`config.mk`:
```
export PLATFORM = sky130hd
export DESIGN_NAME = bsg_test_node_sequencer
export DESIGN_NICKNAME = d
export VERILOG_FILES = /design/src/rtl/bsg_fsb_pkg.sv /design/src/rtl/bsg_test_node_watchdog.sv /design/src/rtl/bsg_test_node_sequencer.sv
export SDC_FILE = /design/constraint.sdc
export NUM_CORES = 1
export LEC_CHECK = 0
export CAP_MARGIN = 30
export CELL_PAD_IN_SITES_DETAIL_PLACEMENT = 0
export CELL_PAD_IN_SITES_GLOBAL_PLACEMENT = 2
export CORE_ASPECT_RATIO = 1.75
export CORE_MARGIN = 2
export CORE_UTILIZATION = 35
export CTS_CLUSTER_SIZE = 12
export DETAILED_ROUTE_END_ITERATION = 16
export DONT_BUFFER_PORTS = 1
export GPL_ROUTABILITY_DRIVEN = 0
export GPL_TIMING_DRIVEN = 0
export PLACE_DENSITY_LB_ADDON = 0.1
export SKIP_LAST_GASP = 1
export SYNTH_ARGS = -nofsm -noshare
export SYNTH_HDL_FRONTEND = slang
export SYNTH_SLANG_ARGS = --single-unit
```
`constraint.sdc`:
```
create_clock -name clk_i -period 6.3 [get_ports clk_i]
set_input_delay 0.63 -clock clk_i [delete_from_list [all_inputs] [get_ports clk_i]]
set_output_delay 0.63 -clock clk_i [all_outputs]
set_load 0.005 [all_outputs]
```
`src/rtl/bsg_fsb_pkg.sv`:
```
// Shared types and helpers for the test node sequencer.
// State encoding and node index sizing.
package bsg_fsb_pkg;

  typedef enum logic [2:0] {
    IDLE,
    SCAN,
    RUN,
    GAP,
    DONE
  } bsg_test_seq_state_e;

  function automatic int node_idx_width(input int n);
    return (n <= 1) ? 1 : $clog2(n);
  endfunction

endpackage

```
`src/rtl/bsg_test_node_watchdog.sv`:
```
// Per-node cycle watchdog: saturating counter with clear/enable.
// expired_o is registered and is high on the last allowed cycle.
module bsg_test_node_watchdog #(
  parameter int width_p = 24
) (
  input  logic               clk_i,
  input  logic               reset_i,
  input  logic               clr_i,
  input  logic               en_i,
  input  logic [width_p-1:0] limit_i,
  output logic               expired_o
);

  logic [width_p-1:0] count_r;
  logic [width_p-1:0] count_n;
  logic               exp_n;

  // next count (saturating) and look-ahead compare against limit-1
  always_comb begin
    count_n = count_r;
    if (clr_i)
      count_n = '0;
    else if (en_i && !(&count_r))
      count_n = count_r + width_p'(1);
    exp_n = (limit_i != '0)
         && (count_n == limit_i - width_p'(1));
  end

  // counter and expired flag registers
  always_ff @(posedge clk_i) begin
    if (reset_i) begin
      count_r   <= '0;
      expired_o <= 1'b0;
    end else if (clr_i || en_i) begin
      count_r   <= count_n;
      expired_o <= exp_n;
    end
  end

endmodule

```
`src/rtl/bsg_test_node_sequencer.sv`:
```
// Runs masked-in test node masters one at a time in index order,
// with a per-node watchdog and aggregate pass/fail reporting.
module bsg_test_node_sequencer
  import bsg_fsb_pkg::*;
#(
  parameter int num_nodes_p     = 4,
  parameter int timeout_width_p = 24,
  parameter int gap_cycles_p    = 1
) (
  input  logic                       clk_i,
  input  logic                       reset_i,
  input  logic                       start_i,
  input  logic [num_nodes_p-1:0]     node_mask_i,
  input  logic [timeout_width_p-1:0] timeout_i,
  input  logic [num_nodes_p-1:0]     node_done_i,
  input  logic [num_nodes_p-1:0]     node_error_i,
  output logic [num_nodes_p-1:0]     node_en_o,
  output logic                       busy_o,
  output logic                       done_o,
  output logic                       pass_o,
  output logic                       error_o,
  output logic                       timeout_o,
  output logic [node_idx_width(num_nodes_p)-1:0] fail_node_o
);

  localparam int iw_lp = node_idx_width(num_nodes_p);
  localparam logic [iw_lp-1:0] last_lp = iw_lp'(num_nodes_p - 1);
  localparam logic [3:0] gap_ld_lp = 4'(gap_cycles_p - 1);

  bsg_test_seq_state_e state_r, state_n;
  logic [iw_lp-1:0]           cur_r, cur_n;
  logic [3:0]                 gap_r, gap_n;
  logic [num_nodes_p-1:0]     mask_r, mask_n;
  logic [timeout_width_p-1:0] limit_r, limit_n;

  logic                   err_n, to_n, pass_n;
  logic [iw_lp-1:0]       fail_n;
  logic [num_nodes_p-1:0] en_n;
  logic                   busy_n, done_n;

  logic                   wd_clr, wd_en, wd_expired;
  logic [num_nodes_p-1:0] cur_oh, other_err;
  logic [iw_lp-1:0]       other_idx;

  assign wd_en = (state_r == RUN);

  bsg_test_node_watchdog #(
    .width_p(timeout_width_p)
  ) wd (
    .clk_i    (clk_i),
    .reset_i  (reset_i),
    .clr_i    (wd_clr),
    .en_i     (wd_en),
    .limit_i  (limit_r),
    .expired_o(wd_expired)
  );

  // state, context and registered outputs
  always_ff @(posedge clk_i) begin
    if (reset_i) begin
      state_r     <= IDLE;
      cur_r       <= '0;
      gap_r       <= '0;
      mask_r      <= '0;
      limit_r     <= '0;
      node_en_o   <= '0;
      busy_o      <= 1'b0;
      done_o      <= 1'b0;
      pass_o      <= 1'b0;
      error_o     <= 1'b0;
      timeout_o   <= 1'b0;
      fail_node_o <= '0;
    end else begin
      state_r     <= state_n;
      cur_r       <= cur_n;
      gap_r       <= gap_n;
      mask_r      <= mask_n;
      limit_r     <= limit_n;
      node_en_o   <= en_n;
      busy_o      <= busy_n;
      done_o      <= done_n;
      pass_o      <= pass_n;
      error_o     <= err_n;
      timeout_o   <= to_n;
      fail_node_o <= fail_n;
    end
  end

  // next state, node index and result flags
  always_comb begin
    state_n = state_r;
    cur_n   = cur_r;
    gap_n   = gap_r;
    mask_n  = mask_r;
    limit_n = limit_r;
    err_n   = error_o;
    to_n    = timeout_o;
    pass_n  = pass_o;
    fail_n  = fail_node_o;
    wd_clr  = 1'b0;

    cur_oh    = num_nodes_p'(1) << cur_r;
    other_err = '0;
    if (state_r == RUN)
      other_err = node_error_i & ~cur_oh;
    else if (state_r == GAP)
      other_err = node_error_i;
    other_idx = '0;
    for (int i = num_nodes_p - 1; i >= 0; i--)
      if (other_err[i]) other_idx = iw_lp'(i);

    unique case (state_r)
      IDLE, DONE: begin
        if (start_i) begin
          mask_n  = node_mask_i;
          limit_n = timeout_i;
          err_n   = 1'b0;
          to_n    = 1'b0;
          pass_n  = 1'b0;
          fail_n  = '0;
          cur_n   = '0;
          state_n = SCAN;
        end
      end
      SCAN: begin
        if (mask_r[cur_r]) begin
          state_n = RUN;
          wd_clr  = 1'b1;
        end else if (cur_r == last_lp) begin
          state_n = DONE;
          pass_n  = 1'b1;
        end else begin
          cur_n = cur_r + iw_lp'(1);
        end
      end
      RUN: begin
        if (node_error_i[cur_r]) begin
          err_n   = 1'b1;
          fail_n  = cur_r;
          state_n = DONE;
        end else if (node_done_i[cur_r]) begin
          if (cur_r == last_lp) begin
            state_n = DONE;
            pass_n  = 1'b1;
          end else begin
            cur_n = cur_r + iw_lp'(1);
            if (gap_cycles_p == 0) begin
              state_n = SCAN;
            end else begin
              state_n = GAP;
              gap_n   = gap_ld_lp;
            end
          end
        end else if (wd_expired) begin
          to_n    = 1'b1;
          fail_n  = cur_r;
          state_n = DONE;
        end else if (|other_err) begin
          err_n   = 1'b1;
          fail_n  = other_idx;
          state_n = DONE;
        end
      end
      GAP: begin
        if (|other_err) begin
          err_n   = 1'b1;
          fail_n  = other_idx;
          state_n = DONE;
        end else if (gap_r == '0) begin
          state_n = SCAN;
        end else begin
          gap_n = gap_r - 4'd1;
        end
      end
      default: state_n = IDLE;
    endcase
  end

  // output values for the state being entered
  always_comb begin
    en_n = '0;
    if (state_n == RUN)
      en_n = num_nodes_p'(1) << cur_n;
    busy_n = (state_n == RUN) || (state_n == GAP);
    done_n = (state_n == DONE);
  end

endmodule
```
==> flow_summary.toml <==
[run_status]
outcome = "finished clean"

[power]
seq_power_share_pct = 37.7
p_clk_share_pct = 45.4
leakage_nw = 1.76
p_sw_share_pct = 27.1
power_frac_comb_pct = 16.8
powerDensity_mw_per_mm2 = 268
p_sw_uw = 355
p_int_uw = 958
total_power_mw = 1.31
ir_worst_vdd_uv = 129

[clock_tree]
post_cts_buffers = 0
cts_root_buf = "clkbuf_16"
cts.sinks = 73
cts_buffers = 9
clk_pin_slew_ns = 0.06
cts_tree = "done"
clock_latency_ns = 0.34
htreeDepth = 3
hold_buffers = 0
cts.path.max_buffers = 2
cts_resized = 0

[timing]
period_minus_slack_ns = 3.51
fin_hold_ws_ns = 0.401
grt_setup_unrepaired = "false"
worst_pin_slew_ns = 0.694
slew_violations = 0
relSlewSlack_pct = 53.7
clock_skew_ns = 0.00585
finalSetupViolations = 0
hold_viol = 0
post-route-period-util_pct = 55.8
setup_ws_ns = 2.79
setup_tns_ns = 0
fmax_mhz = 285

[layout]
final_cells = 744
areaGrowthSynthToFinish_pct = 12.6
num_antenna_cells = 0
fin_nets = 619
drive_gt1_share_pct = 5.35

[floorplanning]
die_area_mm2 = 0.0134
die_h_um = 151
core_area_mm2 = 0.0121
initial_core_util_pct = 36.0
die_x_um = 88.2
num_rows = 53
boundaryPins = 50

[synth]
synthArstFlopShare_pct = 0
synth_edf_count = 0
syn-cell-area_mm2 = 0.00435
yosysWarnings = 0
synth_common_cells = "nand2_1, dfxtp_1, nor2_1"
synth_flop_cell = "dfxtp_1"
syn-num-nets = 608
synth.most_common_cell = "nand2_1"
synthCells = 564
ys_seq_area_share_pct = 33.6
synth_cell_type_count = 65
yosys.area.top_type = "dfxtp_1"
synth_seq_cells = 73
synth_area_leaders = "dfxtp_1, xnor2_1, nand2_1"
synth_top_area_share_pct = 33.6
syn_avg_cell_area_um2 = 7.70

[route]
dr.pass1.iters = 4
wl_um = 13900
drc_errors = 0
viasPerCell = 5.29
ant_nets = 0
drt_iter0_markers = 178
wl_per_cell_um = 18.7
route.vias.total = 3937

[flow_run]
cap_violations = 0

[grt]
grt_overflow_total = 0
grt_antenna_before_repair = 0
globalRouteTotalUtil_pct = 21.9
grt_pass1_vias = 3963
grt_max_degree = 13
grt_pass1_wl_um = 21500

[critical_path]
cp.arrival_ns = 3.78
path_class = "reg -> reg"
startpoint_type = "flip-flop"
required_ns = 6.57
worstSetupEndpointType = "flip-flop"
cp_max_fo = 10

[placed_design]
place_ws_ns = 2.76
placedCellCount = 729
io_buffers = 0
place_hpwl_um = 11200

[hold_path]
hold_path_class = "in -> reg"
[stage by stage]
stage / instance area (um2) / util [%]
3_5_place_dp: 4550 / 37.7
2_1_floorplan: 4350 / -
6_report: 4890 / 40.6
3_3_place_gp: 4550 / 37.7
4_1_cts: 4890 / 40.6
5_1_grt: 4890 / 40.6
[routing by layer]
metal / global-route usage [%] / vias up / routed length, um
met5: 0 / - / 0
met3: 4.47 / 19 / 542
met2: 43.6 / 78 / 8060
li1: - / 2007 / -
met4: 9.09 / 0 / 384
met1: 20.8 / 1833 / 4910
[state kept, by name, summed over array words and instances (netlist names), 2 cells and up]
name	flops
cur_r	2
fail_node_o	2
gap_r	4
limit_r	24
mask_r	4
node_en_o	4
state_r	3
wd.count_r	24
[power by group through the flow]
| stage | sequential [mW] | clock [mW] | combinational [mW] |
|---|---|---|---|
| floorplan | 0.499 | 0 | 0.168 |
| global placement | 0.505 | 0 | 0.221 |
| detailed placement | 0.506 | 0 | 0.222 |
| CTS | 0.496 | 0.608 | 0.223 |
| global route | 0.498 | 0.625 | 0.245 |
| finish | 0.495 | 0.597 | 0.221 |
[cells in the final DEF, fill, tap and decap left out, types with 14 or more instances in the layout]
master    count
nand2_1      90
dfxtp_1      73
nor2_1       62
a21oi_1      49
xnor2_1      39
clkbuf_1     25
nor3_1       22
xor2_1       18
o21ai_0      17
nor4_1       14
[critical path, stage by stage, from the launching register on]
cell      delay, ns
dfxtp_1        0.30
clkbuf_1       0.34
mux4_2         0.63
nand2_1        0.22
clkbuf_1       0.49
nand2_1        0.10
mux2i_1        0.19
xnor2_1        0.15
nor4_1         0.33
nand4_1        0.13
or4_1          0.40
o21ai_1        0.14
[area by class of cell]
| cell class | count | area, um2 |
|---|---|---|
| clock buffer | 10 | 239 |
| sequential | 73 | 1460 |
| fill | 1317 | 7170 |
| multi-input combinational | 450 | 2720 |
| buffer | 29 | 121 |
| tap | 165 | 206 |
| inverter | 12 | 45.0 |
| clock inverter | 5 | 104 |
[cell families after synthesis]
family / after synthesis / synth area share [%]
multiplexers: 10 / 3.20
adder cells (fa/ha/maj): 5 / 1.44
buffers and inverters: 41 / 3.83
XOR/XNOR: 57 / 11.5
AO/OA/AOI/OAI: 114 / 16.5
AND/OR/NAND/NOR: 264 / 29.9
flip-flops: 73 / 33.6
[worst paths after layout]
path             start      endpoint  slack (ns)  cells past startpoint
min            start_i    state_r[2]        0.40                      1
min reg2reg  mask_r[0]     mask_r[0]        0.46                      2
max           cur_r[0]  wd.expired_o        2.79                     11
max reg2reg   cur_r[0]  wd.expired_o        2.79                     11
No activity file was read; power rests on OpenSTA's default activity.
